==> src/rtl/wb_lsu_bridge.sv <==
// Byte-addressed LSU port to word-only Wishbone RAM: sub-word stores become read-modify-write, loads are lane-extracted.
// Optional macro LSU_MISALIGN_ERR_EN: misaligned or reserved-size requests answer with resp_err instead of aligning down.
module wb_lsu_bridge #(
   parameter int ADDR_WIDTH     = 14,
   parameter int TIMEOUT_CYCLES = 15
) (
   input  logic                  clk,
   input  logic                  rst,
   input  logic                  req_valid,
   output logic                  req_ready,
   input  logic                  req_we,
   input  logic [1:0]            req_size,
   input  logic                  req_unsigned,
   input  logic [31:0]           req_addr,
   input  logic [31:0]           req_wdata,
   output logic                  resp_valid,
   output logic [31:0]           resp_rdata,
   output logic                  resp_err,
   output logic [ADDR_WIDTH-1:0] wb_adr_o,
   output logic [31:0]           wb_dat_o,
   output logic                  wb_we_o,
   output logic                  wb_stb_o,
   output logic                  wb_cyc_o,
   input  logic [31:0]           wb_dat_i,
   input  logic                  wb_ack_i,
   output logic [2:0]            dbg_state
);

   // Handshake: a request transfers on a cycle with req_valid && req_ready (IDLE only); fields are sampled
   // only then. resp_valid is a one-cycle pulse without back-pressure, resp_err/resp_rdata qualify it.
   typedef enum logic [2:0] {
      S_IDLE  = 3'd0,
      S_RD    = 3'd1,
      S_MERGE = 3'd2,
      S_WR    = 3'd3,
      S_RESP  = 3'd4
   } state_t;

   localparam int CW = $clog2(TIMEOUT_CYCLES);

   state_t                state_q, state_d;
   logic [ADDR_WIDTH-1:0] adr_q;
   logic [1:0]            size_q, off_q;
   logic                  we_q, uns_q, err_q;
   logic [31:0]           dat_q, rdata_q;
   logic [CW-1:0]         cnt_q;

   logic [1:0]  acc_size, acc_off;
   logic        misalign, timeout;
   logic [31:0] merged, shifted, load_data;
   logic        unused_addr;

   assign unused_addr = &{1'b0, req_addr[31:ADDR_WIDTH+2]};

   // Reserved size behaves as word; offsets are aligned down to the access size.
   always_comb begin
      acc_size = (req_size == 2'b11) ? 2'b10 : req_size;
      case (acc_size)
         2'b00:   acc_off = req_addr[1:0];
         2'b01:   acc_off = {req_addr[1], 1'b0};
         default: acc_off = 2'b00;
      endcase
   end

`ifdef LSU_MISALIGN_ERR_EN
   assign misalign = (req_size == 2'b11) || (req_size == 2'b01 && req_addr[0]) ||
                     (req_size == 2'b10 && req_addr[1:0] != 2'b00);
`else
   assign misalign = 1'b0;
`endif

   assign timeout = (cnt_q == CW'(TIMEOUT_CYCLES - 1));

   always_comb begin
      merged = rdata_q;
      case (size_q)
         2'b00:   merged[{off_q, 3'b000} +: 8]        = dat_q[7:0];
         2'b01:   merged[{off_q[1], 4'b0000} +: 16]   = dat_q[15:0];
         default: merged = dat_q;
      endcase
   end

   always_comb begin
      shifted = rdata_q >> {off_q, 3'b000};
      case (size_q)
         2'b00:   load_data = {{24{~uns_q & shifted[7]}}, shifted[7:0]};
         2'b01:   load_data = {{16{~uns_q & shifted[15]}}, shifted[15:0]};
         default: load_data = shifted;
      endcase
   end

   always_comb begin
      state_d = state_q;
      case (state_q)
         S_IDLE: begin
            if (req_valid) begin
               if (misalign)                          state_d = S_RESP;
               else if (req_we && acc_size == 2'b10)  state_d = S_WR;
               else                                   state_d = S_RD;
            end
         end
         S_RD: begin
            if (wb_ack_i)     state_d = we_q ? S_MERGE : S_RESP;
            else if (timeout) state_d = S_RESP;
         end
         // One bus-idle cycle so the RAM's registered ack falls before the write strobe.
         S_MERGE: state_d = S_WR;
         S_WR: begin
            if (wb_ack_i || timeout) state_d = S_RESP;
         end
         S_RESP:  state_d = S_IDLE;
         default: state_d = S_IDLE;
      endcase
   end

   always_ff @(posedge clk) begin
      if (rst) begin
         state_q <= S_IDLE;
         adr_q   <= '0;
         size_q  <= '0;
         off_q   <= '0;
         we_q    <= 1'b0;
         uns_q   <= 1'b0;
         err_q   <= 1'b0;
         dat_q   <= '0;
         rdata_q <= '0;
         cnt_q   <= '0;
      end else begin
         state_q <= state_d;
         case (state_q)
            S_IDLE: begin
               if (req_valid) begin
                  adr_q  <= req_addr[ADDR_WIDTH+1:2];
                  size_q <= acc_size;
                  off_q  <= acc_off;
                  we_q   <= req_we;
                  uns_q  <= req_unsigned;
                  err_q  <= misalign;
                  dat_q  <= req_wdata;
                  cnt_q  <= '0;
               end
            end
            S_RD, S_WR: begin
               if (wb_ack_i) begin
                  cnt_q <= '0;
                  if (state_q == S_RD) rdata_q <= wb_dat_i;
               end else if (timeout) begin
                  cnt_q <= '0;
                  err_q <= 1'b1;
               end else begin
                  cnt_q <= cnt_q + CW'(1);
               end
            end
            S_MERGE: dat_q <= merged;
            default: ;
         endcase
      end
   end

   assign req_ready  = (state_q == S_IDLE);
   assign resp_valid = (state_q == S_RESP);
   assign resp_err   = resp_valid & err_q;
   assign resp_rdata = (resp_valid && !we_q && !err_q) ? load_data : 32'h0;
   assign wb_stb_o   = (state_q == S_RD) || (state_q == S_WR);
   assign wb_cyc_o   = wb_stb_o;
   assign wb_we_o    = (state_q == S_WR);
   assign wb_adr_o   = adr_q;
   assign wb_dat_o   = dat_q;
   assign dbg_state  = state_q;

endmodule
==> config.mk <==
export PLATFORM = sky130hd
export DESIGN_NAME = wb_lsu_bridge
export DESIGN_NICKNAME = d
export VERILOG_FILES = /design/src/rtl/wb_lsu_bridge.sv
export SDC_FILE = /design/constraint.sdc
export NUM_CORES = 1
export LEC_CHECK = 0
export CAP_MARGIN = 15
export CORE_MARGIN = 1
export CORE_UTILIZATION = 41
export CTS_CLUSTER_SIZE = 8
export DETAILED_ROUTE_END_ITERATION = 12
export PLACE_DENSITY = 0.88
export RECOVER_POWER = 100
export SYNTH_ARGS = -nofsm -noshare
export SYNTH_HDL_FRONTEND = slang
export SYNTH_SLANG_ARGS = --single-unit
==> constraint.sdc <==
create_clock -name clk -period 2.6 [get_ports clk]
set_input_delay 0.78 -clock clk [delete_from_list [all_inputs] [get_ports clk]]
set_output_delay 0.78 -clock clk [all_outputs]
set_load 0.1 [all_outputs]
==> impl_metrics.ini, run 1 <==
[run_status]
status = finished with violations
violations = negative setup slack

[setup_path]
r2r-start = off_q[0]
worstSetupPathType = reg2out
r2r_slack_ns = 0.13
path_cells = mux2i_2 -> mux2_4 -> or3_4 -> a21oi_4 -> buf_12
timing.rr.end = wb_dat_o[31]
crit_required_ns = 1.82
critPathTopFamily = simple AND/OR/NAND/NOR gates
worstSetupEndpointType = output port
worst_path_largest_cell_delay_ns = 0.49
slowest_stage = or3_4
cp-start-kind = flop
worstPathArrival_ns = 2.09
cp_max_fo = 8
r2r_cells = 8
worst-path-buf-inv = 1

[routing]
drtIter0Drc = 540
totalWireLength_um = 18340
vias = 5844
avgRoutedWirePerCell_um = 18.26
via_per_inst = 5.821
ant_nets = 0
drc_errors = 0
first_pass_iters = 6

[clock_network]
clock-root-buffer = clkbuf_16
cts_tree = built
insertion_delay_ns = 0.35
path_clk_slew_ns = 0.07
cts_hold_buf = 0
cts_max_path_buffers = 2
cts_made_buffers = 9
cts_sinks = 92
cts_max_level = 3

[floorplan]
rows = 40
core_region_area_um2 = 12110
fp.dieH_um = 114.0
fp.dieArea_um2 = 12980
start_util_pct = 42.43
ios = 191
die_x_um = 114.0

[power]
pwr-share-clk_pct = 27.3
netSwitchingPower_mw = 1.897
sw_frac_of_total_pct = 42.02
vdd.ir_drop.worst_uv = 370.3
power.total_mw = 4.516
pwr-share-comb_pct = 35.8
p_seq_share_pct = 36.9
power.internal_mw = 2.618
p_leak_nw = 2.864
power.density_nw_per_um2 = 562.1

[sta]
slew_headroom_pct = 50.27
worstMarginPinSlew_ns = 0.7452
finalClockSkew_ns = 0.007134
finalHoldViolations = 0
fmaxAchievable_mhz = 348.1
hold_ws_ns = 0.4554
worst_slack_ns = -0.2724
finalMaxSlewViolations = 0
layout_worst_path_cycle_share_pct = 110.5
period_needed_ns = 2.872
rsz0062_at_grt = true
setup_tns_ns = -5.181
setup_viol = 26

[grt]
grt_usage_pct = 28.12
antenna_found_initial = 0
grt_pass1_vias = 5420
grt_max_degree = 69
grt_first_pass_wirelength_um = 28170
grt_overflow_total = 0

[synthesis]
avgSynthCellArea_um2 = 7.821
ys.flop_type = dfxtp_1
yosys_warnings = 0
syn_area_um2 = 5139
ys_seq_area_share_pct = 35.84
ys_types = 50
ys_ff_latch = 92
async_flop_share_pct = 0
synth-edff-count = 0
postSynthCellCount = 657
syn_nets = 768

[hold_path]
hp-start = wb_adr_o[9]
hold_depth = 2
hold-path-endpoint = wb_adr_o[9]
min_path_type = reg2reg

[finish]
final_cell_area_um2 = 8034
area_growth_pct = 56.34
fin_nets = 942
utilization_pct = 66.33
final_layout_size_suffix_gt1_share_pct = 27.03
antennaDiodeCount = 0
num-fill-cells = 976
multi_input_area_um2 = 3397
seq_area_um2 = 1861

[placed_design]
placed_area_um2 = 7706
portBuffers = 174
place_hpwl_um = 13040
gp_congestion = 0.8961

[job]
max-cap-violations = 0
-- cells by family after synthesis --
kind of cell	synth area share, %
muxes	7.110
adders and majority gates	1.704
DFF	35.84
AOI/OAI and AO/OA	29.88
buffers and inverters	5.868
and+or+nand+nor	19.60
-- metrics by stage --
stage	instances	setup WS, ns
2_1_floorplan	657	-1.527
3_3_place_gp	979	-0.1522
3_5_place_dp	979	-0.2137
4_1_cts	997	-0.2363
5_1_grt	1004	-0.3135
6_report	1004	-0.2724
-- per-layer routing --
metal,wire [µm],track usage (%)
met1,7576,34.86
met2,8511,45.09
met3,1540,6.748
met4,707,15.15
met5,0,0
-- worst min-delay path: stages (launching register included) --
cell and delay (ns):
dfxtp_1 0.31, nand2_1 0.05, a21oi_1 0.05
-- placed cells by master, fill, tap and decap left out, drive strengths merged, types with 10 or more instances in the layout --
| cell type | count |
|---|---|
| nand2b | 13 |
| nand2 | 136 |
| o21ai | 28 |
| a21oi | 75 |
| clkdlybuf4s50 | 84 |
| a211oi | 15 |
| buf | 85 |
| dfxtp | 92 |
| a211o | 16 |
| a221oi | 16 |
| clkbuf | 62 |
| nand3 | 18 |
| a31oi | 25 |
| nor2 | 20 |
| a311oi | 10 |
| mux2i | 32 |
| nor2b | 10 |
-- worst max-delay path by stage --
stage	startpoint	depth (start not counted)	end	slack (ns)
6_report	off_q[0]	5	resp_rdata[12]	-0.27
4_1_cts	off_q[0]	5	resp_rdata[11]	-0.24
5_1_grt	off_q[0]	5	resp_rdata[12]	-0.31
2_1_floorplan	dbg_state[2]	4	resp_rdata[16]	-1.53
3_3_place_gp	off_q[0]	5	resp_rdata[24]	-0.15
3_5_place_dp	off_q[0]	5	resp_rdata[26]	-0.21
-- timing repair --
action                     CTS  global route
setup endpoints to repair   32            32
buffers inserted             3             7
gates resized for setup     20            13
pin swaps                    3             6
-- sequential cells by signal, summed over array words and instances (netlist names) --
register / cells
off_q: 2
rdata_q: 32
size_q: 2
uns_q: 1
dbg_state: 3
wb_adr_o: 14
cnt_q: 4
err_q: 1
we_q: 1
wb_dat_o: 32
-- layout make-up --
type	instances	share of cell area (%)
clock buffer	10	2.850
tap	168	2.616
clock inverter	6	0.4984
inverter	9	0.4672
timing repair buffer	223	28.13
sequential	92	23.16
multi-input combinational	496	42.28
-- power groups by stage --
stage,registers [mW],clock network [mW],logic [mW]
global route,1.68,1.30,1.70
CTS,1.66,1.25,1.66
finish,1.66,1.23,1.62
detailed placement,1.69,0,1.64
floorplan,2.29,0,0.547
global placement,1.68,0,1.62
-- synth_stat cells, drive strengths merged (2+ instances only) --
| cell type | count | area, µm² |
|---|---|---|
| nor2 | 20 | 77.58 |
| or3 | 2 | 12.51 |
| clkbuf | 42 | 157.7 |
| a22o | 8 | 70.07 |
| nor3 | 5 | 25.02 |
| a21oi | 75 | 375.4 |
| o21a | 2 | 15.01 |
| buf | 18 | 110.1 |
| mux2 | 2 | 22.52 |
| nand3 | 18 | 90.09 |
| o2bb2ai | 7 | 61.31 |
| inv | 9 | 33.78 |
| and2 | 3 | 21.27 |
| o221ai | 7 | 61.31 |
| a211o | 16 | 140.1 |
| nor4bb | 2 | 20.02 |
| nor3b | 3 | 22.52 |
| dfxtp | 92 | 1842 |
| a211oi | 15 | 112.6 |
| a221oi | 16 | 140.1 |
| and3 | 2 | 12.51 |
| a21o | 8 | 60.06 |
| a311oi | 10 | 93.84 |
| mux2i | 32 | 320.3 |
| nor2b | 10 | 62.56 |
| a22oi | 9 | 67.56 |
| nand2 | 136 | 510.5 |
| ha | 7 | 87.58 |
| or2 | 2 | 12.52 |
| nand3b | 3 | 22.52 |
| nand2b | 13 | 81.33 |
| a31oi | 25 | 156.4 |
| o21ai | 28 | 140.1 |
Note: power is estimated with default switching activity, not from simulation.
==> run 2, diff against run 1 <==
Settings changed: SKIP_LAST_GASP set to 1.
==> results of run 2 <==
No change in the layout: final DEF, timing and power equal those of run 1.
==> run 3, diff against run 2 <==
Clock period 2.6 ns to 2.5 ns, I/O delays scaled along.
==> run 3 against run 2 <==
  * The flow still finishes with violations (negative setup slack)
  * Power is 9.6% higher
  * Cell count is 0.40% lower
  * Worst setup slack worse by 0.061 ns
  * First-iteration DRC count is 5.6% lower
  * Count of clock-buffer cells in the layout stayed put
  * Combinational power is 4% higher
  * Clock power is 25% higher
  * Clock skew is 0.0013 ns lower
  * Sequential share of layout area hardly changed
  * Register-to-register slack worse by 0.07 ns
==> impl_metrics.ini, run 3 (synthesized netlist as in run 1, its figures left out) <==
[run_status]
status = finished with violations
violations = negative setup slack

[setup_path]
r2r-start = off_q[0]
worstSetupEndpointType = output port
cp-start-kind = flop
crit_required_ns = 1.75
worstSetupPathType = reg2out
worstPathArrival_ns = 2.08
crit_path_start = off_q[1]
cp_max_fo = 8

[hold_path]
min_path_type = reg2reg
hp-start = wb_adr_o[3]

[floorplan]
ios = 191
fp.dieArea_um2 = 12980
start_util_pct = 42.43
core_region_area_um2 = 12110
rows = 40
fp.dieH_um = 114.0
die_x_um = 114.0

[sta]
rsz0062_at_grt = true
slew_headroom_pct = 50.68
period_needed_ns = 2.834
fmaxAchievable_mhz = 352.9
layout_worst_path_cycle_share_pct = 113.3
finalClockSkew_ns = 0.005796
worst_slack_ns = -0.3337
worstMarginPinSlew_ns = 0.7398
setup_viol = 31
finalMaxSlewViolations = 0
finalHoldViolations = 0

[power]
p_leak_nw = 2.861
vdd.ir_drop.worst_uv = 315.9
power.density_nw_per_um2 = 616.4

[placed_design]
gp_congestion = 0.9104
post-place-cells = 984
place_hpwl_um = 13250
portBuffers = 174

[finish]
utilization_pct = 66.31
final_cell_mix = 135 x nand2_1, 86 x dfxtp_1, 84 x clkdlybuf4s50_1, 67 x a21oi_1, 51 x clkbuf_2
fin_nets = 938
antennaDiodeCount = 0
final_cell_count_no_fill = 1000
area_growth_pct = 56.29
final_layout_size_suffix_gt1_share_pct = 25.84
layout_commonest_cell = nand2_1

[grt]
grt_first_pass_wirelength_um = 29210
grt_pass1_vias = 5665
grt_usage_pct = 29.01
grt_max_degree = 69
antenna_found_initial = 0
grt_overflow_total = 0

[clock_network]
postCtsSetupRepairBufs = 0
insertion_delay_ns = 0.35
cts_tree = built
cts_sinks = 92
path_clk_slew_ns = 0.07
cts_hold_buf = 0
cts_max_level = 3
clock-root-buffer = clkbuf_16
cts_made_buffers = 9
cts_max_path_buffers = 2

[routing]
drc_errors = 0
vias = 5959
drtIter0Drc = 510
avgRoutedWirePerCell_um = 18.87
via_per_inst = 5.959
first_pass_iters = 6
totalWireLength_um = 18870
ant_nets = 0

[job]
max-cap-violations = 0
[run 3: layout make-up]
| cell class | count | area (µm²) |
|---|---|---|
| fill | 953 | 4080 |
| clock buffer | 10 | 239.0 |
| timing repair buffer | 218 | 2210 |
| clock inverter | 6 | 93.84 |
| multi-input combinational | 497 | 3385 |
| inverter | 9 | 35.03 |
| tap | 168 | 210.2 |
| sequential | 92 | 1859 |
[run 3: report_power, final]
group | leakage, nW | switching [mW] | total (mW) | internal, mW
clock network | 0.161 | 0.628 | 1.54 | 0.914
logic | 1.94 | 1.23 | 1.68 | 0.454
registers | 0.757 | 0.137 | 1.72 | 1.59
[run 3: path summary, 6_finish.rpt]
| check | depth (start not counted) | endpoint | slack, ns |
|---|---|---|---|
| setup / recovery | 5 | resp_rdata[14] | -0.33 |
| hold reg to reg | 2 | wb_adr_o[3] | 0.46 |
| setup reg to reg | 8 | wb_dat_o[26] | 0.06 |
| hold / removal | 2 | wb_adr_o[3] | 0.46 |
[run 3: worst max-delay path: stages, from the launching register on]
cell and delay (ns):
dfxtp_2 0.35, inv_1 0.11, mux2_2 0.36, or3_4 0.50, a21oi_4 0.21, buf_12 0.20
[run 3: layer usage]
layer  wire, µm  track usage [%]
met1       7433            36.38
met3       1762            6.376
met4       1001            13.25
met5          0                0
met2       8671            47.56
[run 3: metrics by stage]
stage	area [µm²]	power (mW)	setup TNS, ns	setup slack, ns	hold slack [ns]
final	8031	4.951	-7.924	-0.3337	0.4554
after global routing	8031	5.113	-10.14	-0.3751	0.4828
after CTS	8167	5.026	-7.008	-0.3011	0.4587
after detailed placement	7776	3.486	-2.801	-0.2237	0.4485
after global placement	7776	3.460	-1.804	-0.1907	0.4436
after floorplan	5453	2.953	-42.73	-1.597	0.4232
[run 3: repair_timing]
item / CTS / global route
endpoints found under the hold margin: 0 / 0
endpoints found under the setup margin: 41 / 38
gates cloned: 1 / 0
resized for setup: 16 / 11
pin swaps: 1 / 2
